$ cat config.mk
export PLATFORM = sky130hd
export DESIGN_NAME = operand_mux_pipe
export DESIGN_NICKNAME = d
export VERILOG_FILES = /design/src/rtl/operand_mux_pipe.sv
export SDC_FILE = /design/constraint.sdc
export NUM_CORES = 1
export LEC_CHECK = 0
export ABC_CLOCK_PERIOD_IN_PS = 2500
export CAP_MARGIN = 40
export CORE_MARGIN = 10
export CORE_UTILIZATION = 38
export DETAILED_ROUTE_END_ITERATION = 16
export PLACE_DENSITY = 0.81
export SETUP_SLACK_MARGIN = 0.2
export SLEW_MARGIN = 10
export SYNTH_ARGS = -nofsm -noshare
export SYNTH_HDL_FRONTEND = slang
export SYNTH_SLANG_ARGS = --single-unit
$ cat constraint.sdc
create_clock -name clk -period 2.5 [get_ports clk]
set_clock_uncertainty 0.1 [all_clocks]
set_input_delay 0.5 -clock clk [delete_from_list [all_inputs] [get_ports clk]]
set_output_delay 0.5 -clock clk [all_outputs]
set_load 0.01 [all_outputs]
$ cat src/rtl/operand_mux_pipe.sv
// N-input operand select with a registered valid/ready output stage.
// Define OPERAND_MUX_SKID_EN to add a 1-entry skid buffer (registered in_ready).
module operand_mux_pipe #(
  parameter int          WIDTH       = 32,
  parameter int          NUM_IN      = 3,
  parameter int          SEL_W       = $clog2(NUM_IN),
  parameter logic [31:0] DEFAULT_VAL = 32'h0000_0000
) (
  input  logic                    clk,
  input  logic                    rst,
  input  logic [NUM_IN*WIDTH-1:0] in_data,
  input  logic [SEL_W-1:0]        sel,
  input  logic                    in_valid,
  output logic                    in_ready,
  output logic [WIDTH-1:0]        out_data,
  output logic                    out_valid,
  input  logic                    out_ready,
  output logic                    sel_err,
  output logic [15:0]             err_count
);

  logic [WIDTH-1:0] sel_val;
  logic             in_range;
  logic             accept;

  always_comb begin
    sel_val = WIDTH'(DEFAULT_VAL);
    for (int k = 0; k < NUM_IN; k++) begin
      if (32'(sel) == k) sel_val = in_data[k*WIDTH +: WIDTH];
    end
  end

  assign in_range = 32'(sel) < NUM_IN;
  assign accept   = in_valid && in_ready;

  // Error flag and counter track accepts only, never deliveries.
  always_ff @(posedge clk or posedge rst) begin
    if (rst) begin
      sel_err   <= 1'b0;
      err_count <= 16'h0000;
    end else begin
      sel_err <= accept && !in_range;
      if (accept && !in_range && err_count != 16'hFFFF)
        err_count <= err_count + 16'd1;
    end
  end

`ifdef OPERAND_MUX_SKID_EN
  typedef enum logic {EMPTY, FULL} skid_state_t;

  skid_state_t      state;
  skid_state_t      state_nxt;
  logic [WIDTH-1:0] skid_data;
  logic             load_out;
  logic             load_skid;
  logic             pop_skid;
  logic             clr_valid;

  always_comb begin
    state_nxt = state;
    load_out  = 1'b0;
    load_skid = 1'b0;
    pop_skid  = 1'b0;
    clr_valid = 1'b0;
    unique case (state)
      EMPTY: begin
        if (accept) begin
          if (out_valid && !out_ready) begin
            load_skid = 1'b1;
            state_nxt = FULL;
          end else begin
            load_out = 1'b1;
          end
        end else if (out_ready) begin
          clr_valid = 1'b1;
        end
      end
      FULL: begin
        if (out_ready) begin
          pop_skid  = 1'b1;
          state_nxt = EMPTY;
        end
      end
    endcase
  end

  assign in_ready = (state == EMPTY);

  always_ff @(posedge clk or posedge rst) begin
    if (rst) begin
      state     <= EMPTY;
      skid_data <= '0;
      out_data  <= '0;
      out_valid <= 1'b0;
    end else begin
      state <= state_nxt;
      if (load_skid) skid_data <= sel_val;
      if (load_out) begin
        out_data  <= sel_val;
        out_valid <= 1'b1;
      end else if (pop_skid) begin
        out_data <= skid_data;
      end else if (clr_valid) begin
        out_valid <= 1'b0;
      end
    end
  end
`else
  assign in_ready = !out_valid || out_ready;

  always_ff @(posedge clk or posedge rst) begin
    if (rst) begin
      out_data  <= '0;
      out_valid <= 1'b0;
    end else if (accept) begin
      out_data  <= sel_val;
      out_valid <= 1'b1;
    end else if (out_ready) begin
      out_valid <= 1'b0;
    end
  end
`endif

endmodule

* After elaboration in Yosys (flattened, before gate mapping)
Index checks and enable logic that the tools add are counted.
** Storage, ports and cells
- Flip-flop bits (word level) :: 50
- Input port bits :: 102
- Output and inout bits :: 51
- Word-level logic and storage cells :: 22
** Cells by class
- Add/sub/neg operators :: 1
- $lt $le $gt $ge :: 1
- Equal/unequal tests :: 3
- Multiplexer cells :: 5
- Reduce and logical (&&, ||, !) cells :: 8
** Operators by type and width (count)
- two-way mux 32 bit :: 3
- adder 16 x 1 -> 16 bit (second input constant) :: 1
- != test 16 bit (second input constant) :: 1
- logical AND 1 bit :: 3
- == test 2 x 1 -> 1 bit (second input constant) :: 1
- == test 2 bit (second input constant) :: 1
- logical NOT 1 bit :: 2
- logical NOT 2 bit :: 1
- less-than comparator 2 bit (second input constant) :: 1
- two-way mux 1 bit :: 2
- nonzero test 2 bit :: 1
- logical OR 1 bit :: 1

* Logic depth before layout (Yosys ltp)
- Depth after elaboration :: 5
- Depth in mapped cells :: 6
- Mapped depth without buffers :: 6

* Worst setup path after synthesis
OpenSTA, ideal clock, no wires.
- Path kind :: register to register
- Start point :: register err_count[0]
- End point :: register err_count[13]
- Library setup time :: 0.079 ns
- Arrival time :: 1.637 ns
- Required time :: 2.321 ns
- Setup slack :: 0.684 ns
- Cell stages (with the launch flop) :: 7
- Path buffers :: 0
- Period minus slack after synthesis :: 1.816 ns
- Path through :: dfrtp_1 ha_1 nand3_1 nor3_1 a2111o_1 nor3_2 xor2_1
** On the way
- Cells in the longest elaborated chain, start to end :: 2
- Elaborated cells on any way between the ends :: 3
- Those cells by class :: 1 x add/sub; 1 x eq/ne; 1 x reduce/logical
** RTL lines
- start, declared :: RTL line 19 : output logic [15:0] err_count
- start signal, assigned :: RTL line 44 : err_count <= err_count + 16'd1;
- parallel branches: the longest is 2 deep, another holds adder 16 x 1 -> 16 bit
Parallel ways; which one is timed is not known.
A chain may end at the register's enable or synchronous reset.

* Final worst setup path
- Start point :: input sel[1]
- End point :: register out_data[0]
** On the way
- Cells in the longest elaborated chain, start to end :: 4
- Elaborated cells on any way between the ends :: 6
- Those cells by class :: 2 x eq/ne; 3 x mux; 1 x reduce/logical
** RTL lines
- start, declared :: RTL line 12 : input logic [SEL_W-1:0] sel,
- logical NOT 2 bit :: RTL line 29 : if (32'(sel) == k) sel_val = in_data[k*WIDTH +: WIDTH];
- two-way mux 32 bit (2 in a row) :: RTL line 29
- two-way mux 32 bit (*) :: RTL line 29
- end signal, assigned :: RTL line 116 : out_data <= sel_val;
- end, declared :: RTL line 15 : output logic [WIDTH-1:0] out_data,
Mark *: on every way between the ends. The rest lies on a longest branch, timed or not.

==> metrics.md <==
| Metric | Value |
|---|---|
| Mapped Cells | 286 |
| Total Routing Usage GR | 0.160 |
| Slew headroom | 0.668 |
| Slew @ Worst Pin | 0.495 ns |
| GR Overflow Total | 0 |
| Initial antenna violation count | 0 |
| Initial DRC Count | 57 |
| Register area share after synthesis | 0.480 |
| Fmax | 492 MHz |
| H-tree depth | 2 |
| TritonCTS clock tree | done |
| Synth area leaders | dfrtp_1, mux2i_1, a21oi_1 |
| Max Cap Viol | 0 |
| CP max stage cell | clkdlybuf4s50_1 |
| CP endpoint | out_data[0] |
| Final Instance Count excl. Fillers | 515 |
| Worst EP required | 2.62 ns |
| Core area | 6720 sq um |
| PwrDens | 512 nW/um^2 |
| Hold_ws | 0.385 ns |
| Cell depth of the worst setup path | 6 |
| Flop-to-flop setup slack | 0.57 ns |
| Setup crit start kind | input pin |
| Clock slew at reported path FFs | 0.10 ns |
| Reg2reg end | err_count[13] |
| Nature of the critical path endpoint | register |
| Dpl hpwl | 6720 um |
| Routability cong. | 0.803 |
| DR WL/cell | 16.5 um |
| Total power | 2.21 mW |
| CP delay by family, top | buffers and inverters |
| First-pass GRT wire length | 13300 um |
| CTS Sinks | 50 |
| Largest net degree at the start of global routing | 51 |
| Mapped Area | 2600 sq um |
| Via Count | 2569 |
| Fraction of layout cells with a size suffix above 1 | 0.0552 |
| TritonRoute pass-1 iters | 4 |
| CP bufs+invs | 3 |
| Vias in the first global route | 2667 |
| Max clock buf depth | 2 |
| Synth top area share | 0.480 |
| Final Cell Area | 4320 sq um |
| Worst-Skew Late Latency | 0.31 ns |
| Antenna-violating nets left | 0 |
| Switching Power | 663 uW |
| Crit-path max cell delay | 0.54 ns |
| DIE WIDTH | 103 um |
| Port Buf Inserts | 152 |
| Worst setup path class | in -> reg |
| Max Slew Vio Count | 0 |
| Synth async-reset ratio | 1.00 |
| Total inserted antenna cells | 0 |
| Area grow syn2layout | 65.9% |
| Yosys top cell by area | dfrtp_1 |
| Status | finished clean |
| Min-Delay Path Class | reg -> reg |
| CP startpoint | sel[1] |
| Crit-path cells | clkdlybuf4s50_1 > buf_4 > nor2b_2 > buf_4 > a21oi_1 > o21ai_0 |
| Critical path peak fanout | 33 |
| Fin Setup TNS | 0 ns |
| Comb power frac | 0.318 |
| RSZ-0062 raised after global routing | no |
| Io pins | 153 |
| Post-CTS Setup Repair Bufs | 0 |
| Detailed Route WL | 8490 um |
| Most used cell along the critical path | buf_4 |
| Top_reg_cell synth | dfrtp_1 |
| Net count after synthesis | 389 |
| Post-synth EDFFs | 0 |
| Distinct cells, synth | 26 |
| Reg-to-Reg Start | err_count[0] |
| Placed cell areas | 4220 sq um |
| VDD IR max | 219 uV |
| Sw frac | 0.300 |
| Static leakage | 1.90 nW |
| Int Power | 1.55 mW |
| Synth Warn # | 0 |
| Post-synthesis register bit count | 50 |
| DIE AREA | 10600 sq um |
| Fin crit period | 2.03 ns |
| Final setup violation count | 0 |
| Syn_area_per_cell | 9.11 sq um |
| Reg2Reg Depth | 6 |
| Die height | 103 um |
| Row count | 30 |
| Dpl cells | 507 |
| Total Nets Final | 537 |
| Clock power frac | 0.229 |
| Fin crit share | 0.813 |
| Seq pwr share | 0.453 |
| Final hold viol count | 0 |
| DR vias/cell | 4.99 |
| # fillers | 555 |
| Root Buffer | clkbuf_8 |
| DR DRC count | 0 |
| Num CTS Buffers | 5 |
| Initial Util | 0.388 |
| Arr. time, crit path | 2.15 ns |
==> Yosys cell counts, types with 2 or more instances <==
cell and number:
nor2_1 40, nand3_1 3, inv_1 4, o21ai_0 32, clkbuf_1 10, and3_1 2
mux2_2 2, nand4_1 5, xnor2_1 5, xor2_1 9, mux2i_1 32, a21oi_1 33
nor3_1 2, dfrtp_1 50, buf_2 7, nand2_1 40
==> registers in the layout, summed over array words and instances, names as in the netlist <==
| name | flops |
|---|---|
| out_data | 32 |
| err_count | 16 |
| out_valid | 1 |
| sel_err | 1 |
==> metal layers <==
metal	track usage	routed length [um]
met3	0.0690	835
met2	0.280	4160
met4	0.0364	60
met1	0.176	3430
met5	0	0
==> metrics by stage <==
stage	worst slack, ns	util
6_report	0.468	0.643
5_1_grt	0.318	0.643
4_1_cts	0.221	0.643
3_5_place_dp	0.148	0.629
3_3_place_gp	0.243	0.629
2_1_floorplan	0.684	-
==> power by group through the flow <==
stage / Clock (mW) / Combinational [mW] / Sequential, mW
CTS: 0.527 / 0.718 / 1.00
finish: 0.506 / 0.703 / 1.00
floorplan: 0 / 0.210 / 1.06
detailed placement: 0 / 0.715 / 1.02
global route: 0.564 / 0.770 / 1.02
global placement: 0 / 0.703 / 1.01
==> layout make-up <==
cell class	count	area [sq um]	share of cell area
well taps	80	100	0.0232
clock buffers	5	68.8	0.0159
multi-input cells	214	1260	0.292
clock inverters	3	26.3	0.00608
inverters	4	15.0	0.00347
repair buffers	159	1600	0.369
flip-flops and latches	50	1250	0.290
==> repair_timing <==
action / CTS / global route
setup endpoints to repair: 0 / 1
hold buffers: 0 / 0
resized for setup: 0 / 1
==> placed cells by master, fill, tap and decap left out, types with 2 or more instances in the layout <==
cell and n:
a21oi_1 33, and3_1 2, buf_12 2, buf_4 5, clkbuf_8 5, clkdlybuf4s50_1 150, dfrtp_1 50, inv_1 3
inv_6 2, mux2_2 2, mux2i_1 32, nand2_1 39, nand3_1 3, nand4_1 5, nor2_1 40, nor3_1 2
o21ai_0 32, xnor2_1 5, xor2_1 9
==> logic make-up (layout without fill, tap and decap cells) <==
family                   Yosys count  in the layout  synth area share
AO/OA/AOI/OAI                     67             67             0.133
XOR/XNOR                          14             14            0.0471
adder cells (fa/ha/maj)            1              1           0.00480
buffers and inverters             22            171            0.0365
flip-flops                        50             50             0.480
multiplexers                      34             34             0.132
AND/OR/NAND/NOR                   98             98             0.167
==> worst min path at each step <==
stage                       from           end  cells past startpoint
global route        out_data[17]  out_data[17]                      2
finish              out_data[22]  out_data[22]                      2
CTS                 out_data[12]  out_data[12]                      2
global placement    out_data[16]  out_data[16]                      2
detailed placement  out_data[22]  out_data[22]                      2
floorplan            out_data[0]   out_data[0]                      2
==> worst min-delay path: stages (launching register included) <==
cell	delay [ns]
dfrtp_1	0.35
nand2_1	0.04
o21ai_0	0.06
No activity file was read; power rests on OpenSTA's default activity.
